**src/rtl/demoscene_pkg.sv**
```systemverilog
// demoscene_pkg: shared constants and types for the demoscene scene scheduler.
//   FADE_FRAMES : frames spent in each fade ramp (fade-in and fade-out).
//   SCENE_LEN   : frames per scene, indexed by scene_id. There are eight
//                 entries so every legal NUM_SCENES (2..8) can index it.
//                 Each entry must be >= 2*FADE_FRAMES+1 and <= 2^FRAME_W.
//   scene_state_e : scheduler state encoding.
//   scene_len() : table lookup with a fixed 3-bit index.
package demoscene_pkg;

    localparam int unsigned FADE_FRAMES = 4;
    localparam int unsigned MAX_SCENES  = 8;

    localparam int unsigned SCENE_LEN [MAX_SCENES] =
        '{240, 180, 240, 120, 240, 180, 240, 120};

    typedef enum logic [1:0] {
        WAIT_FRAME,
        FADE_IN,
        PLAY,
        FADE_OUT
    } scene_state_e;

    function automatic int unsigned scene_len(input logic [2:0] idx);
        return SCENE_LEN[idx];
    endfunction

endpackage

```
**src/rtl/vsync_edge_detect.sv**
```systemverilog
// vsync_edge_detect: registered detector for the asserting edge of vsync.
//   ACTIVE_LOW : 1 = vsync asserted low, 0 = asserted high.
// Ports:
//   clk, rst_n : clock, asynchronous active-low reset.
//   vsync      : vertical sync, synchronous to clk.
//   tick       : high for one cycle after the asserting edge has been
//                registered (asserted now, deasserted on the cycle before).
module vsync_edge_detect #(
    parameter bit ACTIVE_LOW = 1'b1
) (
    input  logic clk,
    input  logic rst_n,
    input  logic vsync,
    output logic tick
);

    logic vsync_q;
    logic vsync_qq;

    always_ff @(posedge clk or negedge rst_n) begin
        if (!rst_n) begin
            // Reset to the idle level so that an idle line produces no tick.
            vsync_q  <= ACTIVE_LOW;
            vsync_qq <= ACTIVE_LOW;
        end else begin
            vsync_q  <= vsync;
            vsync_qq <= vsync_q;
        end
    end

    // XOR with the polarity maps both encodings to "1 = asserted".
    assign tick = (vsync_q ^ ACTIVE_LOW) & ~(vsync_qq ^ ACTIVE_LOW);

endmodule

```
**src/rtl/scene_sequencer.sv**
```systemverilog
// scene_sequencer: frame-locked scene scheduler.
// Counts frames from vsync, steps through the demoscene_pkg SCENE_LEN table,
// and drives the scene index, per-scene frame count and fade level.
// Optional feature macro: SCENE_FADE_EN (fade-in/fade-out ramps). Without
// it each scene plays at full level from the first frame.
// Ports:
//   clk, rst_n   : pixel clock, asynchronous active-low reset.
//   vsync        : vertical sync (polarity per VSYNC_ACTIVE_LOW).
//   pause        : level, holds frame counting while high.
//   skip         : one-cycle pulse, advance to the next scene at the next tick.
//   scene_id     : current scene index.
//   scene_frame  : frames elapsed in the current scene.
//   frame_tick   : one-cycle pulse per frame.
//   scene_change : one-cycle pulse, aligned with frame_tick, on scene advance.
//   fade_level   : 0 = black/mute, 3 = full.
import demoscene_pkg::*;

module scene_sequencer #(
    parameter int unsigned NUM_SCENES       = 4,
    parameter int unsigned FRAME_W          = 8,
    parameter bit          VSYNC_ACTIVE_LOW = 1'b1
) (
    input  logic                          clk,
    input  logic                          rst_n,
    input  logic                          vsync,
    input  logic                          pause,
    input  logic                          skip,
    output logic [$clog2(NUM_SCENES)-1:0] scene_id,
    output logic [FRAME_W-1:0]            scene_frame,
    output logic                          frame_tick,
    output logic                          scene_change,
    output logic [1:0]                    fade_level
);

    localparam int unsigned ID_W = $clog2(NUM_SCENES);
    // One extra bit so a 2^FRAME_W scene length is representable.
    localparam int unsigned LW   = FRAME_W + 1;

    scene_state_e  state;
    logic          tick;
    logic          skip_pend;
    logic          advance;
    logic [LW-1:0] len_w;
    logic [LW-1:0] frame_w;
    logic [LW-1:0] next_w;

    vsync_edge_detect #(
        .ACTIVE_LOW (VSYNC_ACTIVE_LOW)
    ) u_edge (
        .clk   (clk),
        .rst_n (rst_n),
        .vsync (vsync),
        .tick  (tick)
    );

    always_comb begin
        len_w   = LW'(scene_len(3'(scene_id)));
        frame_w = {1'b0, scene_frame};
        next_w  = frame_w + LW'(1);
        // A skip arriving on the tick cycle itself still counts.
        advance = skip_pend | skip | (frame_w == len_w - LW'(1));
    end

`ifdef SCENE_FADE_EN
    logic [LW-1:0] fade_start;
    logic [1:0]    out_pos;
    assign fade_start = len_w - LW'(FADE_FRAMES);
    assign out_pos    = 2'(next_w - fade_start);
`endif

    always_ff @(posedge clk or negedge rst_n) begin
        if (!rst_n) begin
            state        <= WAIT_FRAME;
            scene_id     <= '0;
            scene_frame  <= '0;
            frame_tick   <= 1'b0;
            scene_change <= 1'b0;
            fade_level   <= '0;
            skip_pend    <= 1'b0;
        end else begin
            frame_tick   <= tick;
            scene_change <= 1'b0;
            if (!tick) begin
                skip_pend <= skip_pend | skip;
            end else if (state == WAIT_FRAME) begin
                scene_id    <= '0;
                scene_frame <= '0;
                skip_pend   <= 1'b0;
`ifdef SCENE_FADE_EN
                state       <= FADE_IN;
                fade_level  <= '0;
`else
                state       <= PLAY;
                fade_level  <= '1;
`endif
            end else if (advance) begin
                scene_id     <= scene_id + ID_W'(1);
                scene_frame  <= '0;
                scene_change <= 1'b1;
                skip_pend    <= 1'b0;
`ifdef SCENE_FADE_EN
                state        <= FADE_IN;
                fade_level   <= '0;
`else
                state        <= PLAY;
                fade_level   <= '1;
`endif
            end else if (!pause) begin
                scene_frame <= next_w[FRAME_W-1:0];
`ifdef SCENE_FADE_EN
                case (state)
                    FADE_IN: begin
                        if (next_w == LW'(FADE_FRAMES - 1)) begin
                            state      <= PLAY;
                            fade_level <= '1;
                        end else begin
                            fade_level <= next_w[1:0];
                        end
                    end
                    PLAY: begin
                        if (next_w == fade_start) begin
                            state      <= FADE_OUT;
                            fade_level <= '1;
                        end
                    end
                    FADE_OUT: begin
                        // 3 - x over two bits is ~x.
                        fade_level <= ~out_pos;
                    end
                    default: ;
                endcase
`endif
            end
        end
    end

endmodule

```
**config.mk**
```make
export PLATFORM = sky130hd
export DESIGN_NAME = scene_sequencer
export DESIGN_NICKNAME = d
export VERILOG_FILES = /design/src/rtl/demoscene_pkg.sv /design/src/rtl/vsync_edge_detect.sv /design/src/rtl/scene_sequencer.sv
export SDC_FILE = /design/constraint.sdc
export NUM_CORES = 1
export LEC_CHECK = 0
export CORE_UTILIZATION = 54
export DETAILED_ROUTE_END_ITERATION = 8
export GPL_TIMING_DRIVEN = 0
export HOLD_SLACK_MARGIN = 0.08
export PLACE_DENSITY_LB_ADDON = 0.3
export SLEW_MARGIN = 20
export SYNTH_ARGS = -nofsm -noshare
export SYNTH_HDL_FRONTEND = slang
export SYNTH_SLANG_ARGS = --single-unit
```
**constraint.sdc**
```tcl
create_clock -name clk -period 3.2 [get_ports clk]
set_input_delay 0.64 -clock clk [delete_from_list [all_inputs] [get_ports clk]]
set_output_delay 0.64 -clock clk [all_outputs]
set_load 0.1 [all_outputs]
```
-- Yosys cells after proc, flatten, opt, wreduce, memory -nomap -nowiden
Memories as Yosys holds them, arrays and structs flattened.
Cells that the tools add are included.
- $add $sub $neg: 3
- multipliers: 0
- divide/modulo/power cells: 0
- magnitude comparators: 1
- equality and inequality tests: 3
- shift-type cells: 0
- mux-type cells: 17
- bitwise gates (word level): 5
- reductions and logical operators: 4
- operators by type and width (kind ; count):
    8-bit two-way mux ; 3
    9-bit two-way mux ; 2
    2-bit two-way mux ; 6
    8-bit by 9-bit equality test with 1-bit output ; 1
    9-bit by 1-bit subtractor with 9-bit output, second input constant ; 1
    8-bit by 1-bit adder with 8-bit output, second input constant ; 1
    1-bit two-way mux ; 6
    3-bit by 1-bit != test with 1-bit output, second input constant ; 2
    4-bit >= comparator, second input constant ; 1
    2-bit NOT with 4-bit output ; 1
    2-bit AND reduction ; 2
    2-bit by 1-bit adder with 2-bit output, second input constant ; 1
    2-bit zero test ; 1
    1-bit bitwise OR ; 2
    2-bit nonzero test ; 1
    1-bit AND ; 1
    1-bit NOT ; 1
- flip-flop bits (word level): 19
- latch bits: 0
- memory bits (writable): 0
- memory bits (read-only): 256
- input port bits: 5
- output and inout port bits: 14
- logic and storage cells: 43
- memories: 1
- memories (memory ; depth ; bits a word ; rd ports ; clocked after Yosys merged registers in ; wr ports ; line ; RTL):
    (name not given) ; 8 ; 32 ; 1 ; 0 ; 0 ; demoscene_pkg.sv:24 ; return SCENE_LEN[idx];

-- Depth between registers and ports, before layout
Gate-level depths: netlist of run 1.
- word-level depth: 10
- gate-level depth with buffers: 9
- mapped depth without buffers: 8

-- By module
From an unflattened synthesis of run 1, not the netlist that was laid out.
- cell total of the unflattened synthesis: 90
- area, all modules: 897.1 um^2
- by module, submodules not included (module ; times used ; cells an instance ; area an instance (um^2) ; sequential area each (um^2)):
    scene_sequencer ; 1 ; 87 ; 830.8 ; 350.3
    vsync_edge_detect ; 1 ; 3 ; 66.3 ; 52.6

-- Worst setup path after synthesis of run 1
OpenSTA, ideal clock, no wires.
- path kind: reg2reg
- start point: register scene_id[0]
- end point: register scene_id[1]
- library setup time: 126 ps
- arrival: 2474 ps
- data required time: 3074 ps
- setup slack: 600 ps
- cell stages (with the launch flop): 9
- buffers on the path: 1
- clock period less this slack: 2600 ps
- cell sequence: dfrtp_1 ha_1 inv_1 ha_1 xor2_1 o211ai_1 clkbuf_8 o2111a_1 a221o_1
- word-level cells in the longest chain between the ends: 9
- elaborated cells on any way between the ends: 12
- those cells by class: add/sub (2); eq/ne (1); mux (4); bitwise (2); reduce/logical (2); memory (1)
- ends and longest elaborated chain (item ; line ; RTL):
    from (decl) ; scene_sequencer.sv:28 ; output logic [$clog2(NUM_SCENES)-1:0] scene_id,
    from (signal assigned) ; scene_sequencer.sv:97 ; scene_id <= scene_id + ID_W'(1);
    2-bit NOT with 4-bit output (implied by the code) ; demoscene_pkg.sv:24 ;
    memory 8 x 32 bit ; - ;
    9-bit two-way mux (implied by the code) (2 in series) ; demoscene_pkg.sv:24 ;
    9-bit by 1-bit subtractor with 9-bit output ; scene_sequencer.sv:61 ; advance = skip_pend | skip | (frame_w == len_w - LW'(1));
    8-bit by 9-bit equality test with 1-bit output ; scene_sequencer.sv:61 ;
    1-bit bitwise OR ; scene_sequencer.sv:61 ;
    2-bit nonzero test (no line) ; - ;
    2-bit AND reduction (no line) ; - ;
Parallel ways exist; a longest one is shown, timed or not. The select of a mux whose other input is x is not followed.
A chain may end at the register's enable or synchronous reset.

-- Final worst setup path of run 1
- start point: register scene_frame[4]
- end point: output scene_frame[4]
- RTL lines (item ; line ; RTL):
    from (decl) ; scene_sequencer.sv:29 ; output logic [FRAME_W-1:0] scene_frame,
    from (signal assigned) ; scene_sequencer.sv:109 ; scene_frame <= next_w[FRAME_W-1:0];
No word-level cell between the ends.

==> key figures, run 1 <==
Floorplan
  – Core ar.: approximately 1600 um^2
  – Chip height: ~44 um
  – Die area: ~2000 um^2
  – Ports: 19
  – # rows: 14
  – Initial Util: 0.611
  – Die width: 44.5 um

Global route
  – Overflow after GRT: 0
  – GRT Overall Usage: 0.267
  – Antenna violations before repair: 0
  – Number of global-route vias before repair: about 830
  – Global-route wire length before repair: 3750 um
  – Largest net degree at the start of global routing: 17

CTS
  – CTS tree: yes
  – CTS Buf Count: 3
  – Resized cells post-CTS: 0
  – Htree depth: 1
  – CTS Sinks: 16
  – Clock Root Buffer: clkbuf_4
  – Post-CTS setup buffers: 0
  – Worst-Skew Late Latency: 290 ps
  – Hold Buf Count CTS: 0
  – Reg clk slew, reported paths: 90 ps
  – Clock Path Buffers: 2

STA
  – Final Setup Violations: 0
  – Final Max Slew Viols: 0
  – RSZ-0062 raised after global routing: no
  – Fin. Hold Viols: 0
  – Tcrit/Tclk final: 0.816
  – Minimum clock period: ~2600 ps
  – Clock skew: between 2 and 2.5 ps
  – Worst-Margin Slew: between 900 and 1000 ps
  – Relative slew slack: 0.355
  – Final setup TNS: 0 ps
  – Achievable Freq: roughly 0.38 GHz

Worst hold path
  – Hold EP: u_edge.vsync_qq
  – Hold Crit Start: u_edge.vsync_q
  – Worst hold stages: 0
  – Hold Crit Class: reg2reg

Placed design
  – IO Port Bufs: 17
  – Dpl cell area: 1170 um^2
  – GPL Wtd Cong: 0.830
  – Final HPWL DP: 1600 um

Yosys
  – Synth Area per Inst: between 9 and 10 um^2
  – Top cells by area, synth: dfrtp_1, dfstp_2, ha_1
  – EDFF count, synth: 0
  – Synth cell types: 37
  – Synth Instances: 99
  – Post-synth top area share: 0.360
  – Most frequent cells after synthesis: dfrtp_1, nand2_1, o211ai_1, o21ai_0, inv_1
  – Register bit count reported by yosys: 16
  – Sequential area share after synthesis: 0.414
  – Post-synthesis async set-or-reset flop share: 1.00
  – Post-Syn Nets: 108
  – Most used DFF post-synth: dfrtp_1
  – Synth warnings: 0
  – Most common cell in the synthesized netlist: dfrtp_1
  – Post-Syn Area: 973 um^2
  – Yosys top cell by area: dfrtp_1

Layout
  – Final Cell Area: roughly 1200 um^2
  – Antenna cell count: 0
  – Syn-to-layout area delta: 22.9%
  – Nets@finish: 130
  – Layout cells sized above 1: 0.109

Setup path
  – Worst R2R End: scene_frame[1]
  – CP max FO: 7
  – WP depth: 1
  – Depth of the worst register-to-register path: 9
  – Crit path cell chain: clkdlybuf4s50_1
  – Flop2flop setup slack: around 1100 ps
  – Critical R2R Launch: scene_id[1]
  – CP startpoint kind: flip-flop
  – Nature of the critical path endpoint: output port
  – Worst path bufs/invs: 1
  – Slowest cell on crit path: clkdlybuf4s50_1
  – Critical path type: reg2out
  – WP data arrival: 1970 ps
  – Worst path max stage delay: 1180 ps
  – Worst Path Required: between 2000 and 3000 ps
  – Crit-path leading delay family: buffers and inverters

Power
  – Clock Power Share: 0.138
  – Internal: 0.000384 W
  – Pwr per Cell Area: 634 nW/um^2
  – Worst VDD drop: 400 uV
  – Gate power share: 0.499
  – Switch Pwr: 0.000374 W
  – Leakage power: about 0.49 nW
  – Seq pwr share: 0.363
  – Switching fraction of total power: 0.494

Route
  – Wirelength per Cell: roughly 15 um
  – Via count: just under 900
  – Initial DRC count: 50
  – Post-Route WL: 2190 um
  – DRC: 0
  – TritonRoute pass-1 iters: 4
  – Avg Vias per Cell: 6.24
  – Antenna-violating nets left: 0

Run status
  – Outcome: finished clean

Job
  – Max-cap check violation count: 0
## placed cells by master (no fill, tap or decap), types with 2 or more instances in the layout
master / instances
clkdlybuf4s50_1: 17
dfrtp_1: 14
nand2_1: 13
o211ai_1: 6
o21ai_0: 6
inv_1: 5
nor2_1: 4
ha_1: 4
nand2b_1: 3
xor2_1: 3
nand3_1: 3
o2111ai_1: 3
or3_1: 3
clkbuf_4: 3
buf_6: 2
nor3b_1: 2
buf_4: 2
nand3b_1: 2
o211a_1: 2
o311ai_1: 2
dfstp_2: 2
## worst max-delay path by stage
stage | startpoint | end | slack, ps
6_report | scene_frame[4] | scene_frame[4] | 590
5_1_grt | scene_frame[4] | scene_frame[4] | 530
4_1_cts | scene_frame[2] | scene_frame[2] | 580
3_5_place_dp | scene_frame[4] | scene_frame[4] | 910
3_3_place_gp | skip | scene_frame[3] | 910
2_1_floorplan | scene_id[0] | scene_id[1] | 600
## sequential cells by signal, indices dropped and copies added, names as in the netlist
signal / count
u_edge.vsync_q: 1
u_edge.vsync_qq: 1
scene_change: 1
frame_tick: 1
scene_frame: 8
scene_id: 2
skip_pend: 1
fade_level: 1
## stage by stage
stage | util | power (W) | std cells | hold WS [ps] | setup WS (ps)
3_5_place_dp | 0.736 | 0.000657 | 140 | 361 | 913
6_report | 0.750 | 0.000758 | 143 | 375 | 590
4_1_cts | 0.750 | 0.000763 | 143 | 378 | 584
3_3_place_gp | 0.736 | 0.000642 | 140 | 355 | 911
5_1_grt | 0.750 | 0.000798 | 143 | 383 | 526
2_1_floorplan | - | 0.000561 | 99 | 344 | 600
## cell families after synthesis
kind of cell             Yosys count  synth area share
multiplexers                       1            0.0103
flip-flops                        16             0.414
AO/OA/AOI/OAI                     25             0.199
adder cells (fa/ha/maj)            4            0.0514
buffers and inverters             12            0.0810
XOR/XNOR                           3            0.0270
AND/OR/NAND/NOR                   38             0.217
## power groups by stage
stage / combinational (W) / clock [W] / sequential, W
floorplan: 0.000111 / 0 / 0.000450
finish: 0.000378 / 0.000105 / 0.000275
CTS: 0.000380 / 0.000109 / 0.000274
detailed placement: 0.000380 / 0 / 0.000277
global placement: 0.000370 / 0 / 0.000272
global route: 0.000401 / 0.000118 / 0.000280
## per-layer routing
metal / track usage / vias up / routed length, um
met3: 0.0490 / 10 / 107
met1: 0.350 / 436 / 957
li1: - / 404 / -
met2: 0.435 / 42 / 1070
met4: 0.109 / 0 / 55
met5: 0 / - / 0
## final cells by class
class | count | area [um^2]
Buffer | 7 | 60.1
Clock buffer | 3 | 22.5
Fill cell | 110 | 398
Inverter | 5 | 18.8
Multi-Input combinational cell | 71 | 492
Sequential cell | 16 | 403
Tap cell | 24 | 30.0
Timing Repair Buffer | 17 | 170
(Power assumes the default switching activity.)
==> run 2, diff against run 1 <==
- CORE_UTILIZATION: 54 -> 50
- clock period: 3.2 -> 2.6 ns (I/O delays scaled with it)
==> run 2 against run 1 <==
Hold slack got worse by 0.60 ps. Setup slack got worse by 490 ps. Core utilization fell by 7.6 points. Sequential share of layout area fell by 0.071 points. Routed wire length fell by 7.0%. Combinational power rose by 23%. Largest power group unchanged. Highest routed layer unchanged.
==> key figures, run 2 (synthesis results as in run 1) <==
Power
  – Pwr per Cell Area: 784 nW/um^2 (was 634 nW/um^2)
  – Overall power: 0.000942 W (was 0.000758 W)
  – Worst VDD drop: 469 uV (was 400 uV)
  – Leakage power: 0.494 nW (about the same)

CTS
  – Clock Root Buffer: clkbuf_4 (unchanged)
  – Worst-Skew Late Latency: 290 ps (about the same)
  – CTS Sinks: 16 (unchanged)
  – Resized cells post-CTS: 0 (unchanged)
  – CTS Buf Count: 3 (unchanged)
  – CTS tree: yes (unchanged)
  – Reg clk slew, reported paths: 90 ps (about the same)
  – Htree depth: 1 (unchanged)
  – Post-CTS setup buffers: 0 (unchanged)
  – Hold Buf Count CTS: 0 (unchanged)
  – Clock Path Buffers: 2 (unchanged)

Floorplan
  – Chip height: 46.1 um (was 44.5 um)
  – Initial Util: 0.546 (was 0.611)
  – # rows: 15 (was 14)
  – Die width: 46.1 um (was 44.5 um)
  – Core ar.: 1780 um^2 (was 1590 um^2)
  – Die area: 2130 um^2 (was 1980 um^2)
  – Ports: 19 (unchanged)

STA
  – PnR worst setup slack: 100 ps (was 590 ps)
  – Final Setup Violations: 0 (unchanged)
  – Clock skew: 3.26 ps (was 2.16 ps)
  – Fin. Hold Viols: 0 (unchanged)
  – Relative slew slack: 0.349 (was 0.355)
  – Worst-Margin Slew: 973 ps (was 964 ps)
  – Minimum clock period: roughly 2500 ps
  – Final setup TNS: 0 ps (unchanged)
  – Achievable Freq: roughly 0.40 GHz
  – Tcrit/Tclk final: 0.961
  – Final Max Slew Viols: 0 (unchanged)
  – RSZ-0062 raised after global routing: no (unchanged)

Run status
  – Outcome: finished clean (unchanged)

Layout
  – Final Cell Area: 1200 um^2 (about the same)
  – Layout cells sized above 1: 0.117 (was 0.109)
  – Commonest non-fill, non-tap cells in the layout: clkdlybuf4s50_1, nand2_1, dfrtp_1 (was clkdlybuf4s50_1, dfrtp_1, nand2_1)
  – Nets@finish: 130 (unchanged)
  – Final Util: 0.674 (was 0.750)
  – Commonest non-fill, non-tap cell in the layout: clkdlybuf4s50_1 (unchanged)
  – Top reg by flops: scene_frame (unchanged)
  – Antenna cell count: 0 (unchanged)
  – Largest register FFs: 8 (unchanged)
  – Top flop regs: scene_frame: 8 flops, scene_id: 2 flops (unchanged)
  – Syn-to-layout area delta: 23.5% (was 22.9%)
  – Fillers: 160 (was 110)

Setup path
  – Crit-path leading delay family: buffers and inverters (unchanged)
  – Worst Path Required: 2080 ps (was 2560 ps)
  – Slowest cell on crit path: clkdlybuf4s50_1 (unchanged)
  – Critical path type: reg2out (unchanged)
  – Crit path cell chain: clkdlybuf4s50_1 (unchanged)
  – Worst path max stage delay: 1190 ps (was 1180 ps)
  – CP startpoint kind: flip-flop (unchanged)
  – Worst R2R End: scene_frame[0] (was scene_frame[1])
  – Nature of the critical path endpoint: output port (unchanged)
  – WP data arrival: 1980 ps (was 1970 ps)
  – Flop2flop setup slack: 430 ps (was 1050 ps)
  – Critical R2R Launch: scene_id[1] (unchanged)
  – Worst path bufs/invs: 1 (unchanged)
  – Depth of the worst register-to-register path: 9 (unchanged)
  – CP max FO: 7 (unchanged)

Worst hold path
  – Hold Crit Start: u_edge.vsync_q (unchanged)
  – Worst hold stages: 0 (unchanged)
  – Hold EP: u_edge.vsync_qq (unchanged)
  – Hold Crit Class: reg2reg (unchanged)

Placed design
  – IO Port Bufs: 17 (unchanged)
  – GPL Wtd Cong: 0.784 (was 0.830)
  – Final HPWL DP: 1530 um (was 1600 um)
  – Worst slack, placed: 364 ps (was 913 ps)
  – Dpl cell area: 1180 um^2 (was 1170 um^2)

Global route
  – Overflow after GRT: 0 (unchanged)
  – Antenna violations before repair: 0 (unchanged)
  – GRT Overall Usage: 0.226 (was 0.267)
  – Number of global-route vias before repair: 743 (was 829)
  – Largest net degree at the start of global routing: 17 (unchanged)
  – Global-route wire length before repair: 3300 um (was 3750 um)

Route
  – Antenna-violating nets left: 0 (unchanged)
  – Initial DRC count: 22 (was 50)
  – Via count: 842 (was 892)
  – Wirelength per Cell: 14.1 um (was 15.3 um)
  – Avg Vias per Cell: 5.81 (was 6.24)
  – DRC: 0 (unchanged)
  – TritonRoute pass-1 iters: 4 (unchanged)
  – Post-Route WL: 2040 um (was 2190 um)

Job
  – Max-cap check violation count: 0 (unchanged)
run 2: final cells by class:
cell class                 instances  area (um^2)  area share
multi-input combinational         71          492       0.409
sequential                        16          404       0.336
timing repair buffer              17          170       0.142
buffer                             7         60.1      0.0499
tap                               25         31.3      0.0260
clock buffer                       4         26.3      0.0219
inverter                           5         18.8      0.0156
run 2: metal layers:
layer	up-vias	wire, um	GRT usage
li1	405	-	-
met1	412	879	0.297
met2	20	1030	0.352
met3	5	100	0.0627
met4	0	30	0.0882
met5	-	0	0
run 2: per-stage QoR:
stage / cells / hold WS [ps]
2_1_floorplan: 99 / 224
3_3_place_gp: 141 / 355
3_5_place_dp: 141 / 357
4_1_cts: 145 / 377
5_1_grt: 145 / 392
6_report: 145 / 374
run 2: how the worst max path moves through the flow:
stage,endpoint,depth (start not counted),start
2_1_floorplan,scene_id[1],8,scene_id[1]
3_3_place_gp,scene_frame[3],4,skip
3_5_place_dp,scene_frame[1],4,skip
4_1_cts,scene_frame[3],1,scene_frame[3]
5_1_grt,scene_frame[3],1,scene_frame[3]
6_report,scene_frame[3],1,scene_frame[3]
run 2: power by group:
part	total, W	switching, W	internal (W)
registers	0.000335	0.0000506	0.000284
logic	0.000466	0.000331	0.000135
clock network	0.000142	0.0000818	0.0000598
total	0.000942	0.000463	0.000479
